<file path="src/rtl/pong_match_ctrl.sv">
// pong_match_ctrl: game-level sequencer for Pong.
// Runs the idle/serve/play/pause/point/over state machine, keeps the packed
// score, gates the per-frame physics step and tells the physics engine when
// to hold the ball at centre and which way to serve.
//
// Handshake: there is no valid/ready flow here. frame_tick, miss_left and
// miss_right are single-cycle pulses sampled on the rising clock edge;
// btn_start/btn_pause are levels whose rising edge is the event. phys_en is a
// single-cycle strobe the physics engine consumes unconditionally.
module pong_match_ctrl #(
    parameter int WIN_SCORE    = 7,
    parameter int SERVE_FRAMES = 60,
    parameter int POINT_FRAMES = 30
) (
    input  logic       clk,
    input  logic       rst_n,
    input  logic       frame_tick,
    input  logic       btn_start,
    input  logic       btn_pause,
    input  logic       miss_left,
    input  logic       miss_right,
    output logic       phys_en,
    output logic       ball_hold,
    output logic       serve_dir,
    output logic [7:0] score,
    output logic [2:0] state,
    output logic       game_over,
    output logic       winner
);

    typedef enum logic [2:0] {
        S_IDLE  = 3'd0,
        S_SERVE = 3'd1,
        S_PLAY  = 3'd2,
        S_PAUSE = 3'd3,
        S_POINT = 3'd4,
        S_OVER  = 3'd5
    } state_t;

    // Exit happens on the tick that finds the counter at N-1, i.e. the Nth tick.
    localparam logic [7:0] SERVE_LAST = 8'(SERVE_FRAMES - 1);
    localparam logic [7:0] POINT_LAST = 8'(POINT_FRAMES - 1);
    localparam logic [3:0] WIN_NIB    = 4'(WIN_SCORE);

    state_t     state_q, state_d;
    logic [3:0] ply_q, ply_d;
    logic [3:0] opp_q, opp_d;
    logic [7:0] cnt_q, cnt_d;
    logic       dir_q, dir_d;
    logic       winner_q, winner_d;
    logic       phys_en_q, phys_en_d;
    logic       hold_q, hold_d;
    logic       over_q, over_d;
    logic       start_q, pause_q;
    logic       start_rise, pause_rise;

    assign start_rise = btn_start & ~start_q;
    assign pause_rise = btn_pause & ~pause_q;

    // State register plus every registered output and the button edge history.
    always_ff @(posedge clk or negedge rst_n) begin
        if (!rst_n) begin
            state_q   <= S_IDLE;
            ply_q     <= 4'd0;
            opp_q     <= 4'd0;
            cnt_q     <= 8'd0;
            dir_q     <= 1'b1;
            winner_q  <= 1'b0;
            phys_en_q <= 1'b0;
            hold_q    <= 1'b1;
            over_q    <= 1'b0;
            start_q   <= 1'b0;
            pause_q   <= 1'b0;
        end else begin
            state_q   <= state_d;
            ply_q     <= ply_d;
            opp_q     <= opp_d;
            cnt_q     <= cnt_d;
            dir_q     <= dir_d;
            winner_q  <= winner_d;
            phys_en_q <= phys_en_d;
            hold_q    <= hold_d;
            over_q    <= over_d;
            start_q   <= btn_start;
            pause_q   <= btn_pause;
        end
    end

    // Next-state, score, counter and output decode.
    always_comb begin
        state_d  = state_q;
        ply_d    = ply_q;
        opp_d    = opp_q;
        cnt_d    = cnt_q;
        dir_d    = dir_q;
        winner_d = winner_q;

        case (state_q)
            S_IDLE: begin
                if (start_rise) begin
                    state_d = S_SERVE;
                    ply_d   = 4'd0;
                    opp_d   = 4'd0;
                    dir_d   = 1'b1;
                end
            end
            S_SERVE: begin
                if (frame_tick) begin
                    if (cnt_q == SERVE_LAST) state_d = S_PLAY;
                    else                     cnt_d   = cnt_q + 8'd1;
                end
            end
            S_PLAY: begin
                // Left miss wins a simultaneous double miss: only the player scores.
                if (miss_left) begin
                    ply_d   = (ply_q == 4'hF) ? ply_q : ply_q + 4'd1;
                    dir_d   = 1'b0;
                    state_d = S_POINT;
                end else if (miss_right) begin
                    opp_d   = (opp_q == 4'hF) ? opp_q : opp_q + 4'd1;
                    dir_d   = 1'b1;
                    state_d = S_POINT;
                end else if (pause_rise) begin
                    state_d = S_PAUSE;
                end
            end
            S_PAUSE: begin
                if (pause_rise) state_d = S_PLAY;
            end
            S_POINT: begin
                if (frame_tick) begin
                    if (cnt_q == POINT_LAST) begin
                        if (ply_q == WIN_NIB || opp_q == WIN_NIB) begin
                            state_d  = S_OVER;
                            winner_d = (ply_q == WIN_NIB);
                        end else begin
                            state_d = S_SERVE;
                        end
                    end else begin
                        cnt_d = cnt_q + 8'd1;
                    end
                end
            end
            S_OVER: begin
                if (start_rise) begin
                    state_d  = S_SERVE;
                    ply_d    = 4'd0;
                    opp_d    = 4'd0;
                    dir_d    = 1'b1;
                    winner_d = 1'b0;
                end
            end
            default: begin
                // Codes 6 and 7 are unreachable; recover to a known state.
                state_d = S_IDLE;
            end
        endcase

        // Every transition starts the next phase with a fresh frame count.
        if (state_d != state_q) cnt_d = 8'd0;

        phys_en_d = frame_tick && (state_q == S_PLAY);
        hold_d    = !((state_d == S_PLAY) || (state_d == S_PAUSE));
        over_d    = (state_d == S_OVER);
    end

    assign phys_en   = phys_en_q;
    assign ball_hold = hold_q;
    assign serve_dir = dir_q;
    assign score     = {opp_q, ply_q};
    assign state     = state_q;
    assign game_over = over_q;
    assign winner    = winner_q;

endmodule
</file>
<file path="config.mk">
export PLATFORM = sky130hd
export DESIGN_NAME = pong_match_ctrl
export DESIGN_NICKNAME = d
export VERILOG_FILES = /design/src/rtl/pong_match_ctrl.sv
export SDC_FILE = /design/constraint.sdc
export NUM_CORES = 1
export LEC_CHECK = 0
export BUFFER_PORTS_ARGS = -buffer_cell sky130_fd_sc_hd__buf_2
export CAP_MARGIN = 20
export CORE_MARGIN = 8
export CORE_UTILIZATION = 25
export CTS_BUF_LIST = sky130_fd_sc_hd__clkbuf_2
export DETAILED_ROUTE_END_ITERATION = 10
export PLACE_DENSITY_LB_ADDON = 0.08
export SYNTH_ARGS = -nofsm -noshare
export SYNTH_HDL_FRONTEND = slang
export SYNTH_SLANG_ARGS = --single-unit
export TNS_END_PERCENT = 10
</file>
<file path="constraint.sdc">
create_clock -name clk -period 2.88 [get_ports clk]
set_input_delay 0.576 -clock clk [delete_from_list [all_inputs] [get_ports clk]]
set_output_delay 0.576 -clock clk [all_outputs]
set_load 0.005 [all_outputs]
</file>
==> flow_summary_export.csv, run 1 <==
group,metric,value,unit
global_route,grt_usage,9.43,%
setup_path,cp_num_cells,6,
clock_network,htreeDepth,1,
clock_network,clockBufferDepth,2,
setup_path,crit_type,"reg -> reg",
global_route,grt_pass1_wl,6740,µm
routing,drc_errors,0,
timing,finClkSkew,3.34,ps
routing,antenna_left,0,
clock_network,cts_hold_buffers,0,
finish,regArea,653,µm²
floorplanning,initial_core_util,25.9,%
yosys,synth_ff_type,"dfrtp_1",
status,status,"finished clean",
floorplanning,die-area,8840,µm²
finish,utilization,29.3,%
floorplanning,ioPinCount,23,
place,port_buffers,22,
finish,final_nets,191,
setup_path,r2r_slack,720,ps
global_route,antenna_found_initial,0,
place,placed_area,1710,µm²
setup_path,crit_family,"simple AND/OR/NAND/NOR gates",
clock_network,cts_sinks,26,
floorplanning,die_height,94.0,µm
finish,multiInputGateArea,835,µm²
routing,vias,1248,
yosys,syn_area,1520,µm²
routing,routedWlPerCell,15.1,µm
global_route,grt_overflow,0,
clock_network,clk_pin_slew_worst_paths,250,ps
power,ir_worst_vdd,0.190,mV
finish,n_fill_cell,647,
power,powerDensity,505,nW/µm²
yosys,synth_nets,169,
place,dp_hpwl,2850,µm
clock_network,numCtsBuffers,3,
yosys,synth_cells,158,
finish,drive_gt1_share,21.2,%
timing,max_slew_margin,58.0,%
yosys,synth.distinct_cells,49,
setup_path,startpoint_type,"flop",
finish,area_growth,13.4,%
timing,tns,0,ps
clock_network,cts-resized-gates,0,
yosys,synth-seq-cells,26,
power,leakage,0.771,nW
routing,postRouteWirelength,3830,µm
yosys,ys_warn_count,0,
timing,rsz0062_at_grt,"no",
timing,holdWs,188,ps
setup_path,crit_chain,"ha_1 -> or4b_4 -> o41ai_2 -> nand3b_1 -> o211ai_2 -> nor2_1",
hold_path,hp-class,"in -> async",
routing,drt-initial-drc-count,58,
yosys,seq_area_frac_synth,42.9,%
timing,max_freq,462,MHz
timing,fin_crit,2160,ps
routing,viasPerCell,4.91,
setup_path,cp-end-kind,"flop",
clock_network,clkLatencyLatePin,350,ps
global_route,first_global_vias,1328,
clock_network,postCtsSetupBuffers,0,
setup_path,rr_endpoint,"cnt_q[0]",
yosys,synth_area_per_cell,9.63,µm²
floorplanning,rows,28,
yosys,async_reset_ff_share,100,%
timing,tightestPinTransition,629,ps
routing,drtPass1Iterations,4,
setup_path,cp_max_fo,8,
setup_path,crit_required,3140,ps
clock_network,tritoncts,"yes",
clock_network,cts-root-buf,"clkbuf_2",
flow_run,maxCapViolCount,0,
finish,diodes,0,
yosys,synth_edf_count,0,
floorplanning,die_x,94.0,µm
setup_path,cp_slowest_cell,"dfrtp_1",
finish,stdcell_area,1730,µm²
timing,hold_viol,0,
setup_path,worstReg2RegStart,"cnt_q[0]",
place,globalplace.congestion,0.766,
timing,setup_viol,0,
setup_path,ff2ff_path_depth,6,
setup_path,crit_buf_inv,0,
setup_path,max_stage_delay,520,ps
setup_path,arrival,2420,ps
timing,fin_crit_sh,75.1,%
floorplanning,core,5890,µm²
timing,drv_slew,0,
global_route,grt_max_degree,27,
==> cells in the mapped netlist (all sizes together) (3+ instances only) <==
| cell type | instances | area (µm²) |
|---|---|---|
| nand2 | 8 | 30.0 |
| buf | 3 | 15.0 |
| xnor2 | 8 | 70.1 |
| o211ai | 3 | 32.5 |
| nor2b | 3 | 18.8 |
| nand4 | 4 | 25.0 |
| nand3 | 8 | 40.0 |
| nor3b | 3 | 27.5 |
| clkbuf | 3 | 11.3 |
| a21boi | 3 | 22.5 |
| dfrtp | 24 | 601 |
| xor2 | 3 | 26.3 |
| a21oi | 8 | 40.0 |
| ha | 4 | 50.1 |
| nor2 | 25 | 93.8 |
| o21ai | 7 | 35.0 |
==> layer usage <==
metal  GRT usage, %  wire length, µm
met1           12.1             1880
met2           15.2             1740
met3           2.96              185
met4           1.59               27
met5              0                0
==> final cells by class <==
cell class	count	share of cell area (%)
Multi-Input combinational cell	124	48.4
Sequential cell	26	37.9
Timing Repair Buffer	23	6.82
Tap cell	75	5.44
Inverter	2	0.435
Clock buffer	3	0.870
Clock inverter	1	0.218
==> kinds of logic (layout without fill, tap and decap cells) <==
| group | count (synthesis) | count (layout) | synth area share, % |
|---|---|---|---|
| compound gates | 37 | 37 | 18.7 |
| xor+xnor | 11 | 11 | 6.33 |
| fa+ha+maj | 4 | 4 | 3.29 |
| buf+inv | 8 | 29 | 2.22 |
| flops | 26 | 26 | 42.9 |
| mux | 1 | 1 | 0.740 |
| simple gates | 71 | 71 | 25.8 |
==> placed cells by master (no fill, tap or decap), types with 3 or more instances in the layout <==
master    count
dfrtp_1      24
nor2_1       25
nor2b_1       3
xor2_1        3
buf_2        22
nand2_1       8
nand4_1       4
o21ai_0       5
clkbuf_2      3
xnor2_1       8
a21oi_1       8
ha_1          4
nand3_1       8
==> sequential cells by signal, summed over array words and instances, names as in the netlist <==
name / flops
winner: 1
cnt_q: 8
phys_en: 1
pause_q: 1
ply_q: 4
state: 3
serve_dir: 1
opp_q: 4
start_q: 1
game_over: 1
ball_hold: 1
==> worst max-delay path by stage <==
| stage | from | endpoint | slack (ps) |
|---|---|---|---|
| after detailed placement | btn_start | ply_q[2] | 610 |
| after global routing | cnt_q[0] | cnt_q[0] | 540 |
| after global placement | btn_start | serve_dir | 510 |
| after CTS | cnt_q[0] | cnt_q[0] | 670 |
| after floorplan | cnt_q[1] | cnt_q[0] | 960 |
| final | cnt_q[0] | cnt_q[0] | 720 |
==> stage by stage <==
step | setup slack (ps) | instances | power (W)
after detailed placement | 614 | 250 | 0.000742
after floorplan | 958 | 158 | 0.000667
final | 716 | 254 | 0.000872
after global routing | 536 | 254 | 0.000950
after CTS | 673 | 254 | 0.000895
after global placement | 512 | 250 | 0.000734
==> power by group <==
part	internal [W]	total, W	switching (W)
combinational	0.000114	0.000251	0.000137
clock	0.0000302	0.000142	0.000112
sequential	0.000403	0.000479	0.0000752
(Power assumes the default switching activity.)
==> run 2, diff against run 1 <==
==> constraint.sdc (replaced) <==
create_clock -name clk -period 2.1 [get_ports clk]
set_input_delay 0.42 -clock clk [delete_from_list [all_inputs] [get_ports clk]]
set_output_delay 0.42 -clock clk [all_outputs]
set_load 0.005 [all_outputs]
==> run 2 against run 1 <==
Critical path depth rose by 1; die area is the same; global-route usage fell by 0.10 points; cell count increased by 4.3%; first-iteration DRC count is 6.9% higher; hold slack got worse by 170 ps; highest routed layer unchanged; setup slack worse by 580 ps; critical path type unchanged; non-clock buffer count is 11 higher; largest cell class unchanged; sequential power up 30%; sequential cell count unchanged.
==> flow_summary_export.csv, run 2 (same netlist as run 1, synthesis figures left out) <==
group,metric,value,unit
global_route,grt_pass1_wl,6580,µm
routing,antenna_left,0,
place,dp_hpwl,3010,µm
clock_network,clkLatencyLatePin,360,ps
place,pre_cts_slack,44.6,ps
clock_network,tritoncts,"yes",
power,leakage,0.825,nW
clock_network,clk_pin_slew_worst_paths,260,ps
setup_path,crit_type,"reg -> reg",
floorplanning,rows,28,
clock_network,numCtsBuffers,3,
global_route,first_global_vias,1272,
finish,top_regs,"cnt_q x8, opp_q x4, ply_q x4",
finish,final_common_cell,"nor2_1",
timing,fin_crit,1960,ps
global_route,grt_overflow,0,
finish,largest-register,"cnt_q",
power,powerDensity,696,nW/µm²
timing,rsz0062_at_grt,"no",
place,dp_cells,261,
finish,area_growth,20.1,%
hold_path,hp-class,"in -> async",
setup_path,cp-end-kind,"flop",
global_route,grt_max_degree,27,
routing,drc_errors,0,
setup_path,crit_required,2370,ps
setup_path,arrival,2230,ps
timing,hold_viol,0,
timing,tns,0,ps
power,total_power,0.00127,W
timing,tightestPinTransition,613,ps
clock_network,cts_sinks,26,
place,globalplace.congestion,0.793,
setup_path,cp_max_fo,7,
routing,postRouteWirelength,4020,µm
timing,fin_crit_sh,93.3,%
floorplanning,die-area,8840,µm²
clock_network,clockBufferDepth,2,
finish,final_nets,202,
power,ir_worst_vdd,0.313,mV
floorplanning,die_height,94.0,µm
timing,holdWs,14.7,ps
place,port_buffers,22,
finish,drive_gt1_share,25.8,%
floorplanning,ioPinCount,23,
routing,routedWlPerCell,15.2,µm
clock_network,cts-root-buf,"clkbuf_2",
timing,finClkSkew,8.58,ps
routing,vias,1305,
routing,viasPerCell,4.92,
clock_network,postCtsSetupBuffers,0,
routing,drt-initial-drc-count,62,
floorplanning,die_x,94.0,µm
flow_run,maxCapViolCount,0,
finish,instances_no_fill,265,
timing,postLayoutSetupSlackWorst,141,ps
finish,diodes,0,
floorplanning,initial_core_util,25.9,%
global_route,grt_usage,9.32,%
timing,setup_viol,0,
timing,max_slew_margin,59.1,%
clock_network,htreeDepth,1,
timing,max_freq,511,MHz
setup_path,ff2ff_path_depth,7,
routing,drtPass1Iterations,4,
finish,largest_reg_flops,8,
finish,final_cell_mix,"nor2_1 (25), dfrtp_1 (24), buf_2 (22)",
floorplanning,core,5890,µm²
status,status,"finished clean",
global_route,antenna_found_initial,0,
setup_path,startpoint_type,"flop",
timing,drv_slew,0,
## run 2: power breakdown
group	switching, W	internal [W]
Clock	0.000158	0.0000414
Sequential	0.0000677	0.000554
Combinational	0.000249	0.000203
Total	0.000474	0.000798
## run 2: routing by layer
| layer | share of wire, % | vias to the layer above | global-route usage (%) |
|---|---|---|---|
| li1 | - | 636 | - |
| met1 | 48 | 644 | 12.0 |
| met2 | 47 | 23 | 15.1 |
| met3 | 5.1 | 2 | 2.72 |
| met4 | 0.67 | 0 | 1.98 |
| met5 | 0 | - | 0 |
## run 2: stage by stage
step | instance area [µm²] | util [%]
final | 1830 | 31.1
after global routing | 1830 | 31.1
after CTS | 1810 | 30.7
after detailed placement | 1790 | 30.4
after global placement | 1790 | 30.4
after floorplan | 1520 | -
## run 2: worst max-delay path, cell delays in order (launching register included)
cell      delay (ps)
dfrtp_1          430
inv_1             50
ha_1             120
or4b_4           510
o211ai_2         350
nand2_1          190
xnor2_1          160
nor2_1            50
## run 2: timing repair
item	in CTS	in global routing
setup endpoints to repair	0	9
hold buffers	0	0
resized for setup	0	2
## run 2: final timing paths
path | startpoint | end | slack (ps)
worst min register to register | ply_q[0] | ply_q[0] | 580
worst max-delay path | cnt_q[1] | cnt_q[0] | 140
worst max register to register | cnt_q[1] | cnt_q[0] | 140
worst min-delay path | rst_n | start_q | 10
min in group clk | btn_start | start_q | 150
max in group asynchronous | rst_n | cnt_q[2] | 1690
## run 2: cell type report
class | instances | area [µm²]
clock buffers | 3 | 15.0
fillers | 636 | 4060
multi-input cells | 124 | 855
inverters | 2 | 7.51
well taps | 75 | 93.8
repair buffers | 34 | 200
clock inverters | 1 | 3.75
flip-flops and latches | 26 | 653
==> run 3, diff against run 2 <==
--- a/config.mk
+++ b/config.mk
@@ -12,6 +12,7 @@
 export CTS_BUF_LIST = sky130_fd_sc_hd__clkbuf_2
 export DETAILED_ROUTE_END_ITERATION = 10
 export PLACE_DENSITY_LB_ADDON = 0.08
+export REMOVE_ABC_BUFFERS = 1
 export SYNTH_ARGS = -nofsm -noshare
 export SYNTH_HDL_FRONTEND = slang
 export SYNTH_SLANG_ARGS = --single-unit
==> run 3 against run 2 <==
Register-to-register slack is essentially flat; setup slack worse by 14 ps; sequential share of layout area down 0.12 points; first-iteration DRC count down 31%; critical endpoint is now winner.
==> flow_summary_export.csv, run 3 (same netlist as run 1, synthesis figures left out) <==
group,metric,value,unit
floorplanning,core,5890,µm²
power,p_clk_share,15.2,%
power,leakage,0.824,nW
place,port_buffers,22,
floorplanning,rows,28,
clock_network,cts-root-buf,"clkbuf_2",
clock_network,numCtsBuffers,3,
timing,max_slew_margin,58.2,%
global_route,grt_max_degree,27,
setup_path,max_stage_delay,520,ps
finish,top_regs,"cnt_q x8, opp_q x4, ply_q x4",
timing,postLayoutSetupSlackWorst,128,ps
floorplanning,initial_core_util,25.9,%
finish,utilization,31.2,%
finish,stdcell_area,1830,µm²
setup_path,cp_max_fo,5,
global_route,antenna_found_initial,0,
power,switching_share,37.6,%
timing,fin_crit_sh,93.9,%
finish,final_cell_mix,"nor2_1 (25), dfrtp_1 (24), buf_2 (22)",
status,status,"finished clean",
global_route,grt_usage,9.13,%
setup_path,crit_required,2380,ps
power,powerDensity,696,nW/µm²
hold_path,hp-class,"in -> async",
power,ir_worst_vdd,0.199,mV
setup_path,r2r_slack,130,ps
timing,tns,0,ps
timing,max_freq,507,MHz
finish,final_nets,200,
setup_path,cp_slowest_cell,"or4b_4",
place,pre_cts_slack,60.1,ps
timing,rsz0062_at_grt,"no",
global_route,first_global_vias,1313,
power,p_sw,0.000480,W
place,globalplace.congestion,0.759,
routing,drt-initial-drc-count,43,
finish,diodes,0,
power,p_int,0.000796,W
timing,finClkSkew,5.98,ps
routing,drc_errors,0,
setup_path,crit_chain,"inv_1 -> ha_1 -> or4b_4 -> o41ai_2 -> a21boi_0 -> a41o_1",
flow_run,maxCapViolCount,0,
finish,final_common_cell,"nor2_1",
routing,vias,1296,
finish,area_growth,20.6,%
floorplanning,die_height,94.0,µm
clock_network,cts_sinks,26,
routing,viasPerCell,4.95,
timing,setup_viol,0,
timing,tightestPinTransition,628,ps
setup_path,arrival,2250,ps
clock_network,tritoncts,"yes",
place,placed_area,1770,µm²
global_route,grt_pass1_wl,6510,µm
power,power_frac_seq,49.2,%
finish,n_fill_cell,636,
finish,largest-register,"cnt_q",
finish,largest_reg_flops,8,
finish,drive_gt1_share,25.7,%
floorplanning,die-area,8840,µm²
setup_path,cp-end-kind,"flop",
place,dp_hpwl,2880,µm
timing,fin_crit,1970,ps
clock_network,htreeDepth,1,
routing,drtPass1Iterations,4,
routing,routedWlPerCell,15.0,µm
clock_network,clk_pin_slew_worst_paths,260,ps
setup_path,startpoint_type,"flop",
clock_network,clockBufferDepth,2,
clock_network,postCtsSetupBuffers,0,
timing,hold_viol,0,
timing,drv_slew,0,
floorplanning,ioPinCount,23,
global_route,grt_overflow,0,
routing,postRouteWirelength,3920,µm
clock_network,clkLatencyLatePin,350,ps
power,p_comb_share,35.6,%
floorplanning,die_x,94.0,µm
setup_path,crit_type,"reg -> reg",
routing,antenna_left,0,
==> run 3: power by group through the flow <==
stage	logic, W	clock network (W)	registers, W
after floorplan	0.000261	0	0.000639
after global placement	0.000427	0	0.000634
after detailed placement	0.000433	0	0.000638
after CTS	0.000433	0.000207	0.000629
after global routing	0.000508	0.000229	0.000640
final	0.000454	0.000194	0.000628
==> run 3: path summary, 6_finish.rpt <==
| path | startpoint | to | depth (start not counted) |
|---|---|---|---|
| hold reg to reg | ply_q[0] | ply_q[0] | 1 |
| setup / recovery | cnt_q[1] | winner | 6 |
| max in group asynchronous | rst_n | ply_q[3] | 1 |
| hold / removal | rst_n | pause_q | 1 |
| min in group clk | btn_start | start_q | 1 |
| setup reg to reg | cnt_q[1] | winner | 6 |
==> run 3: worst max-delay path: cells and delay by family, from the launching register on <==
| kind | cells | cell delay, ps |
|---|---|---|
| AO/OA/AOI/OAI | 3 | 760 |
| AND/OR/NAND/NOR | 1 | 520 |
| buffers and inverters | 1 | 60 |
| flip-flops | 1 | 440 |
| adder cells (fa/ha/maj) | 1 | 120 |
==> run 3: what timing repair did <==
item | in CTS | in global routing
resized for setup | 0 | 4
endpoints found under the setup margin | 0 | 8
hold buffers | 0 | 0
hold endpoints to repair | 0 | 0
==> run 3: per-stage QoR <==
step | hold slack [ps] | power (W) | cells
after floorplan | 124 | 0.000900 | 152
after global placement | 468 | 0.00106 | 259
after detailed placement | 483 | 0.00107 | 259
after CTS | 31.5 | 0.00127 | 262
after global routing | 32.3 | 0.00138 | 262
final | 33.5 | 0.00128 | 262
==> run 3: metal layers <==
layer | vias to the layer above | wire length, µm | track usage [%]
met1 | 643 | 1870 | 11.7
met2 | 22 | 1870 | 15.0
li1 | 629 | - | -
met4 | 0 | 22 | 2.91
met5 | - | 0 | 0
met3 | 2 | 155 | 1.68
==> run 3: final cells by class <==
type                            count  area [µm²]  area share (%)
Sequential cell                    26         653            35.6
Clock buffer                        3        15.0           0.819
Timing Repair Buffer               32         185            10.1
Multi-Input combinational cell    124         880            48.0
Tap cell                           75        93.8            5.12
Inverter                            2        7.51           0.409
